File: config.mk
export PLATFORM = sky130hd
export DESIGN_NAME = fetch_unit
export DESIGN_NICKNAME = d
export VERILOG_FILES = /design/src/rtl/fetch_pkg.sv /design/src/rtl/fetch_queue.sv /design/src/rtl/fetch_unit.sv
export SDC_FILE = /design/constraint.sdc
export NUM_CORES = 1
export LEC_CHECK = 0
export ABC_AREA = 1
export CAP_MARGIN = 25
export CORE_ASPECT_RATIO = 0.6
export CORE_MARGIN = 1
export CORE_UTILIZATION = 40
export CTS_BUF_LIST = sky130_fd_sc_hd__clkbuf_8
export CTS_CLUSTER_SIZE = 8
export DETAILED_ROUTE_END_ITERATION = 6
export PLACE_DENSITY = 0.71
export SYNTH_ARGS = -nofsm -noshare
export SYNTH_HDL_FRONTEND = slang
export SYNTH_SLANG_ARGS = --single-unit
File: constraint.sdc
create_clock -name clock_i -period 3.25 [get_ports clock_i]
set_clock_uncertainty 0.05 [all_clocks]
set_input_delay 0.325 -clock clock_i [delete_from_list [all_inputs] [get_ports clock_i]]
set_output_delay 0.325 -clock clock_i [all_outputs]
set_load 0.01 [all_outputs]
File: src/rtl/fetch_pkg.sv
// Shared defaults and entry-width helper for the instruction fetch unit.
package fetch_pkg;
  localparam int ADDR_WIDTH_DEF  = 20;
  localparam int INSTR_WIDTH_DEF = 32;
  localparam int DEPTH_DEF       = 4;
  localparam int RESET_ADDR_DEF  = 0;
  localparam int ENTRY_W_DEF     = ADDR_WIDTH_DEF + INSTR_WIDTH_DEF;

  // A queue entry carries {pc, instruction word}.
  function automatic int entry_width(input int aw, input int iw);
    return aw + iw;
  endfunction
endpackage

File: src/rtl/fetch_queue.sv
// Power-of-two FIFO of fetched {pc, instr} entries; flush wins over push/pop.
module fetch_queue #(
  parameter int DEPTH = 4,
  parameter int WIDTH = 52
) (
  input  logic                     clk_i,
  input  logic                     rst_ni,
  input  logic                     push_i,
  input  logic                     pop_i,
  input  logic                     flush_i,
  input  logic [WIDTH-1:0]         data_i,
  output logic [WIDTH-1:0]         data_o,
  output logic [$clog2(DEPTH):0]   count_o,
  output logic                     full_o,
  output logic                     empty_o
);
  localparam int PW = $clog2(DEPTH);

  logic [WIDTH-1:0] mem_q [DEPTH];
  logic [PW-1:0]    rd_q, rd_d, wr_q, wr_d;
  logic [PW:0]      cnt_q, cnt_d;
  logic             do_push, do_pop;

  assign empty_o = (cnt_q == '0);
  assign full_o  = (cnt_q == (PW+1)'(DEPTH));
  assign count_o = cnt_q;
  assign data_o  = mem_q[rd_q];
  // A full queue may still accept a push when the head leaves the same cycle.
  assign do_pop  = pop_i & ~empty_o;
  assign do_push = push_i & (~full_o | do_pop);

  // Pointer/count next state; flush drops everything.
  always_comb begin
    rd_d  = rd_q;
    wr_d  = wr_q;
    cnt_d = cnt_q;
    if (flush_i) begin
      rd_d  = '0;
      wr_d  = '0;
      cnt_d = '0;
    end else begin
      if (do_push) wr_d = wr_q + PW'(1);
      if (do_pop)  rd_d = rd_q + PW'(1);
      cnt_d = cnt_q + {{PW{1'b0}}, do_push} - {{PW{1'b0}}, do_pop};
    end
  end

  // Pointer/count registers.
  always_ff @(posedge clk_i or negedge rst_ni) begin
    if (!rst_ni) begin
      rd_q  <= '0;
      wr_q  <= '0;
      cnt_q <= '0;
    end else begin
      rd_q  <= rd_d;
      wr_q  <= wr_d;
      cnt_q <= cnt_d;
    end
  end

  // Entry storage; contents are only meaningful under the count.
  always_ff @(posedge clk_i) begin
    if (do_push && !flush_i) mem_q[wr_q] <= data_i;
  end
endmodule

File: src/rtl/fetch_unit.sv
// Instruction fetch: PC sequencing, one-deep memory pipeline, redirect, fetch queue.
module fetch_unit import fetch_pkg::*; #(
  parameter int ADDR_WIDTH  = ADDR_WIDTH_DEF,
  parameter int INSTR_WIDTH = INSTR_WIDTH_DEF,
  parameter int DEPTH       = DEPTH_DEF,
  parameter logic [ADDR_WIDTH-1:0] RESET_ADDR = ADDR_WIDTH'(RESET_ADDR_DEF)
) (
  input  logic                   clock_i,
  input  logic                   reset_ni,
  input  logic                   jump_enable_i,
  input  logic [ADDR_WIDTH-1:0]  jump_address_i,
  output logic                   imem_req_o,
  output logic [ADDR_WIDTH-1:0]  imem_addr_o,
  input  logic [INSTR_WIDTH-1:0] imem_rdata_i,
  output logic                   out_valid_o,
  input  logic                   out_ready_i,
  output logic [INSTR_WIDTH-1:0] out_instr_o,
  output logic [ADDR_WIDTH-1:0]  out_pc_o
);
  localparam int EW = entry_width(ADDR_WIDTH, INSTR_WIDTH);
  localparam int CW = $clog2(DEPTH) + 1;

  logic [ADDR_WIDTH-1:0] pc_q, pc_d, fpc_q, fpc_d;
  logic                  inflight_q, inflight_d;
  logic [CW-1:0]         q_count;
  logic                  q_full, q_empty, room, push;
  logic [EW-1:0]         q_head;

  // Only request when the response is guaranteed a queue slot, counting the
  // one still in flight; pops this cycle are deliberately not credited.
  assign room        = (int'(q_count) + int'(inflight_q) + 1) <= DEPTH;
  assign imem_req_o  = reset_ni & ~jump_enable_i & ~q_full & room;
  assign imem_addr_o = pc_q;
  // A response arriving alongside a redirect belongs to the old stream.
  assign push        = inflight_q & ~jump_enable_i;

  // PC and in-flight tracking next state; redirect overrides sequencing.
  always_comb begin
    pc_d       = pc_q;
    fpc_d      = fpc_q;
    inflight_d = imem_req_o;
    if (imem_req_o) begin
      pc_d  = pc_q + ADDR_WIDTH'(1);
      fpc_d = pc_q;
    end
    if (jump_enable_i) pc_d = jump_address_i;
  end

  // PC / in-flight registers.
  always_ff @(posedge clock_i or negedge reset_ni) begin
    if (!reset_ni) begin
      pc_q       <= RESET_ADDR;
      fpc_q      <= RESET_ADDR;
      inflight_q <= 1'b0;
    end else begin
      pc_q       <= pc_d;
      fpc_q      <= fpc_d;
      inflight_q <= inflight_d;
    end
  end

  fetch_queue #(.DEPTH(DEPTH), .WIDTH(EW)) u_queue (
    .clk_i   (clock_i),
    .rst_ni  (reset_ni),
    .push_i  (push),
    .pop_i   (out_ready_i),
    .flush_i (jump_enable_i),
    .data_i  ({fpc_q, imem_rdata_i}),
    .data_o  (q_head),
    .count_o (q_count),
    .full_o  (q_full),
    .empty_o (q_empty)
  );

  assign out_valid_o             = ~q_empty;
  assign {out_pc_o, out_instr_o} = q_head;
endmodule

# --- Yosys cells after proc, flatten, opt, wreduce, memory -nomap -nowiden ---
# Memory sizes are Yosys's and may differ from the RTL's.
# Cells that the tools add are included.
totals:
  register_bits: 48
  ramBits: 208
  inputBits: 56
  output_inout_bits: 74
  wordCells: 41
  memories: 1
op_classes:
  n_addsub: 7
  n_lt_le_gt_ge: 1
  n_eq_ne: 1
  mux: 9
  bitwise_logic: 10
  n_reduce_logical: 6
mem_list:
  columns: ["memory", "depth", "word_bits", "read_ports", "rd_clocked_by_memory_dff", "wr", "line_no", "rtl"]
  rows:
  - ["u_queue.mem_q", 4, 52, 1, 0, 1, "fetch_queue.sv:19", "logic [WIDTH-1:0] mem_q [DEPTH];"]
op_table:
  columns: ["op", "n"]
  rows:
  - ["$mux W20", 2]
  - ["$add A20 B1 Y20 const B", 1]
  - ["$mux W2", 4]
  - ["$and A1 B1 Y1", 6]
  - ["$reduce_bool A2 Y1", 3]
  - ["$add A4 B1 Y5 const B", 1]
  - ["$le A5 B3 Y1 const B", 1]
  - ["$add A2 B1 Y2 const B", 2]
  - ["$add A3 B1 Y4", 1]
  - ["$add A3 B1 Y3", 1]
  - ["$eq A3 B3 Y1 const B", 1]
  - ["$logic_not A3 Y1", 1]
  - ["$mux W3", 1]
  - ["$not A1 Y1", 3]
  - ["$sub A3 B1 Y3", 1]
  - ["$mux W1", 2]
  - ["$logic_and A1 B1 Y1", 1]
  - ["$logic_not A1 Y1", 1]
  - ["$or A1 B1 Y1", 1]

# --- Longest topological paths before layout ---
depth:
  depth_word: 8
  mapped_depth: 13
  depth_no_buf: 12

# --- Hierarchy ---
# Synthesis repeated with hierarchy kept, for this count alone.
unflattened:
  hier_cells: 893
  area_unflattened_um2: 10605.2
by_module_without_submodules:
  columns: ["module", "instances", "cells_each", "area_each_um2", "seq_area_each_um2"]
  rows:
  - ["fetch_queue", 1, 566, 8279.2, 6421.2]
  - ["fetch_unit", 1, 327, 2326.0, 1026.0]

# --- Worst setup path before layout ---
# No wires, ideal clock.
synth_timing:
  path_kind: "register to register"
  start: "register u_queue.cnt_q[1], in the netlist u_queue.count_o[1]"
  end: "memory u_queue.mem_q[0][0], enable pin"
  t_arrival_ns: 3.114
  t_required_ns: 2.738
  setup_slack_ns: -0.376
  stages_incl_launch_ff: 7
  n_path_buf: 0
  path_cell_list: "dfrtp_1 -> inv_1 -> nand3_1 -> nand2_1 -> nand2_1 -> nand3_1 -> nor2_1"
synth_via:
  elab_chain_len: 8
synth_lines:
  columns: ["item", "line_no", "rtl"]
  rows:
  - ["start: declaration", "fetch_queue.sv:21", "logic [PW:0] cnt_q, cnt_d;"]
  - ["start signal: assignment", "fetch_queue.sv:57", "cnt_q <= cnt_d;"]
  - ["$logic_not A3 Y1", "fetch_queue.sv:24", "assign empty_o = (cnt_q == '0);"]
  - ["$not A1 Y1", null, null]
  - ["net out_valid_o", "fetch_unit.sv:15", "output logic out_valid_o,"]
  - ["$and A1 B1 Y1", "fetch_queue.sv:29", "assign do_pop = pop_i & ~empty_o;"]
  - ["$or A1 B1 Y1", "fetch_queue.sv:30", "assign do_push = push_i & (~full_o | do_pop);"]
  - ["$and A1 B1 Y1", "fetch_queue.sv:30", null]
  - ["$logic_and A1 B1 Y1", "fetch_queue.sv:63", "if (do_push && !flush_i) mem_q[wr_q] <= data_i;"]
  - ["$mux W1", "fetch_queue.sv:63", null]
  - ["$mux W1 (not written as such)", "fetch_queue.sv:63", null]
  - ["end: declaration", "fetch_queue.sv:19", null]
# The timed path passes the listed nets, and every way through them passes these cells.

# --- Worst setup path after layout ---
layout_timing:
  start: "register u_queue.rd_q[0]"
  end: "output port out_pc_o[14]"
layout_via:
  elab_chain_len: 1
layout_lines:
  columns: ["item", "line_no", "rtl"]
  rows:
  - ["start: declaration", "fetch_queue.sv:20", "logic [PW-1:0] rd_q, rd_d, wr_q, wr_d;"]
  - ["start signal: assignment", "fetch_queue.sv:55", "rd_q <= rd_d;"]
  - ["$mem_v2 Z4 W52", null, null]
  - ["end: declaration", "fetch_unit.sv:18", "output logic [ADDR_WIDTH-1:0] out_pc_o"]
# Every way passes these cells.

==> reports/metrics.csv <==
metric,value,unit
outcome,completed,
synthCells,871,
post_cts.resized_instances,0,
residual_overflow_from_global_routing,0,
synth_warnings,0,
ios,130,
hold_violations,0,
hold_wc_path_type,input port to flop,
cp.required,2.87,ns
share_of_flip_flops_with_an_asynchronous_set_or_reset,0.1875,
worst-slew-pin-transition,0.6372,ns
worst_ir_drop_vdd,0.4423,mV
share_comb_of_total_power,0.284,
power-per-cell-area,734.3,nW/um^2
cp.buffers_inverters,3,
post-place-ws,0.6869,ns
muxShareOfSynthArea,0,
synthesis.area_per_instance,11.89,sq um
power.clock.fraction,0.251,
post_synthesis_compound_gate_area_fraction,0.09517,
detail_route.wirelength,24.29,mm
via_per_inst,5.114,
ys_ff_latch,256,
finalNetCount,1081,
whs,0.3022,ns
clkLatencyLatePin,0.54,ns
cts-htree-levels,2,
final_area,12740,sq um
power_report.internal_total,6325,uW
cp_max_fo,69,
setup_ws,0.2427,ns
grt_pass1_vias,6746,
wl_per_cell,17.78,microns
critical_path.reg2reg.startpoint,u_queue.count_o[0]$_DFF_PN0_,
clkTransAtPathRegs,0.06,ns
floorplan.initialDensity,0.4089,
detailroute.via_count,6986,
combinational_family_with_the_most_area_after_synthesis,simple AND/OR/NAND/NOR gates,
fp-row-count,45,
critical_path.cell_chain,"clkinv_2, buf_12, o21ai_0, o22ai_1, clkdlybuf4s50_1",
detail_route.first_pass.iterations,5,
drive_gt1_frac,0.07336,
slowest_stage,clkdlybuf4s50_1,
min_to,imem_addr_o[14]$_DFFE_PN0P_,
whs_path_depth,3,
leading_area_contributor_after_synthesis,edfxtp_1,
netlist_area,10360,sq um
place.detailed.hpwl,14.30,mm
ys_types,24,
drv.max_cap_violation_count,0,
setup.worst_path.start_class,flop,
leakage,0.004710,uW
synth-edff-count,208,
core,25340,sq um
worstSetupStartpoint,u_queue.rd_q[0]$_DFFE_PN0P_,
setup_violations,0,
synth.net_count,938,
fp.dieW,209.8,microns
timing_worst_setup_path_type,flop to output pin,
antenna_found_initial,1,
element_type_at_the_critical_path_end,output pin,
synth_xor_area_frac,0.004227,
power_switching,3029,uW
swShare,0.3238,
drc,0,
timing.critical_path.slowest_cell_delay,0.59,ns
ff2ff_path_depth,12,
final_util,0.5027,
final_max_slew_viol_count,0,
place_inst,1300,
place.gp.congestion,0.8515,
worst-endpoint-arrival,2.63,ns
seq_area_frac_synth,0.7188,
n_fill_cell,2226,
critical_path.top_delay_family,buffers and inverters,
rsz_0062_raised_after_global_routing,no,
drt_iter0_drc,534,
syn2layout_area_growth,22.95,%
hold_start,jump_address_i[14],
ys.flop_type,edfxtp_1,
cp.depth,5,
global_route.usage.total,0.1840,
post-synth-top-area-fraction,0.6029,
grt_max_degree,106,
final_period_minus_worst_setup_slack,3.007,ns
rel_slew_slack,0.5752,
cts_tree,yes,
achievable-frequency,0.3325,GHz
final_min_period_over_clock_period,0.9253,
placement.cell_area,12060,sq um
grt_pass1_wl,37.84,mm
power.share.sequential,0.466,
worst-r2r-setup-slack,0.78,ns
synth-simple-area-share,0.1261,
root_buffer,clkbuf_8,
placement.io_buffers,129,
clkSinkCount,256,
post_synth_most_frequent_cells,"edfxtp_1 (208), nor2_1 (133), nand2_1 (125)",
synth_fa_ha_area_frac,0.01401,
synth_top_cells_by_area,"edfxtp_1 (60%), dfrtp_1 (12%), o21ai_0 (5.5%)",
crit-reg2reg-capture,imem_addr_o[8]$_DFFE_PN0P_,
post-synth-top-count-cell,edfxtp_1,
ant_nets,0,
tritoncts.num_buffers,40,
fp.dieArea,26570,sq um
die_h,126.7,microns
finalNonFillerCells,1366,
clockBufferDepth,3,
## power by group through the flow
stage / logic [uW] / clock network [uW] / registers [uW]
floorplan: 1390 / 0 / 4320
global placement: 2610 / 0 / 4410
detailed placement: 2640 / 0 / 4420
CTS: 2670 / 2420 / 4360
global route: 2910 / 2560 / 4410
finish: 2650 / 2350 / 4350
## cell type report
class | count | area (sq um) | area share
antenna | 1 | 2.502 | 0.0001965
clock buffer | 41 | 564.3 | 0.04430
clock inverter | 23 | 97.59 | 0.007662
inverter | 54 | 209.0 | 0.01640
multi-input combinational | 518 | 2511 | 0.1972
sequential | 256 | 7452 | 0.5851
tap | 329 | 411.6 | 0.03232
timing repair buffer | 144 | 1489 | 0.1169
## worst min-delay path, stage by stage
cell and delay (ns):
clkdlybuf4s50_1 0.40, nand2_1 0.06, nand3_1 0.07
## registers in the layout, summed over array words and instances, names as in the netlist
name and cells:
u_queue.count_o 3, inflight_q 1, fpc_q 20, u_queue.rd_q 2
u_queue.wr_q 2, u_queue.mem_q 208, imem_addr_o 20
## per-stage QoR
stage               TNS [ns]  total power [uW]
detailed placement         0              7064
CTS                        0              9450
finish                     0              9353
global route               0              9870
floorplan             -78.18              5712
global placement           0              7021
## worst max-delay path by stage
stage / to
3_3_place_gp: u_queue.count_o[2]$_DFF_PN0_
3_5_place_dp: u_queue.count_o[2]$_DFF_PN0_
2_1_floorplan: u_queue.mem_q[0][0]$_DFFE_PP_
6_report: out_pc_o[14]
4_1_cts: out_pc_o[14]
5_1_grt: out_pc_o[14]
## cells by family after synthesis
family          Yosys count
flops                   256
simple gates            318
xor+xnor                  5
compound gates          184
buf+inv                  97
fa+ha+maj                11
## layout by cell type, fill, tap and decap left out, drive strengths merged
master	instances
edfxtp	208
nor2	135
o21ai	131
clkdlybuf4s50	128
nand2	126
inv	67
nand3	53
o22ai	52
dfrtp	48
clkbuf	41
buf	15
ha	10
clkinv	8
xor2	4
nand4	2
clkinvlp	2
diode	1
a21oi	1
nor3	1
and2	1
xnor2	1
fa	1
dlygate4sd3	1
## per-layer routing
metal	track usage	vias up	routed length, microns	share of wire
li1	-	3352	-	-
met1	0.2779	3357	12060	0.50
met2	0.2664	240	10240	0.42
met3	0.04258	37	1630	0.067
met4	0.04809	0	354	0.015
met5	0	-	0	0
## what timing repair did
item / in CTS / in global routing
buffers inserted: 0 / 0
endpoints found under the hold margin: 48 / 0
endpoints found under the setup margin: 0 / 0
hold buffers: 1 / 0
No activity file was read; power rests on OpenSTA's default activity.
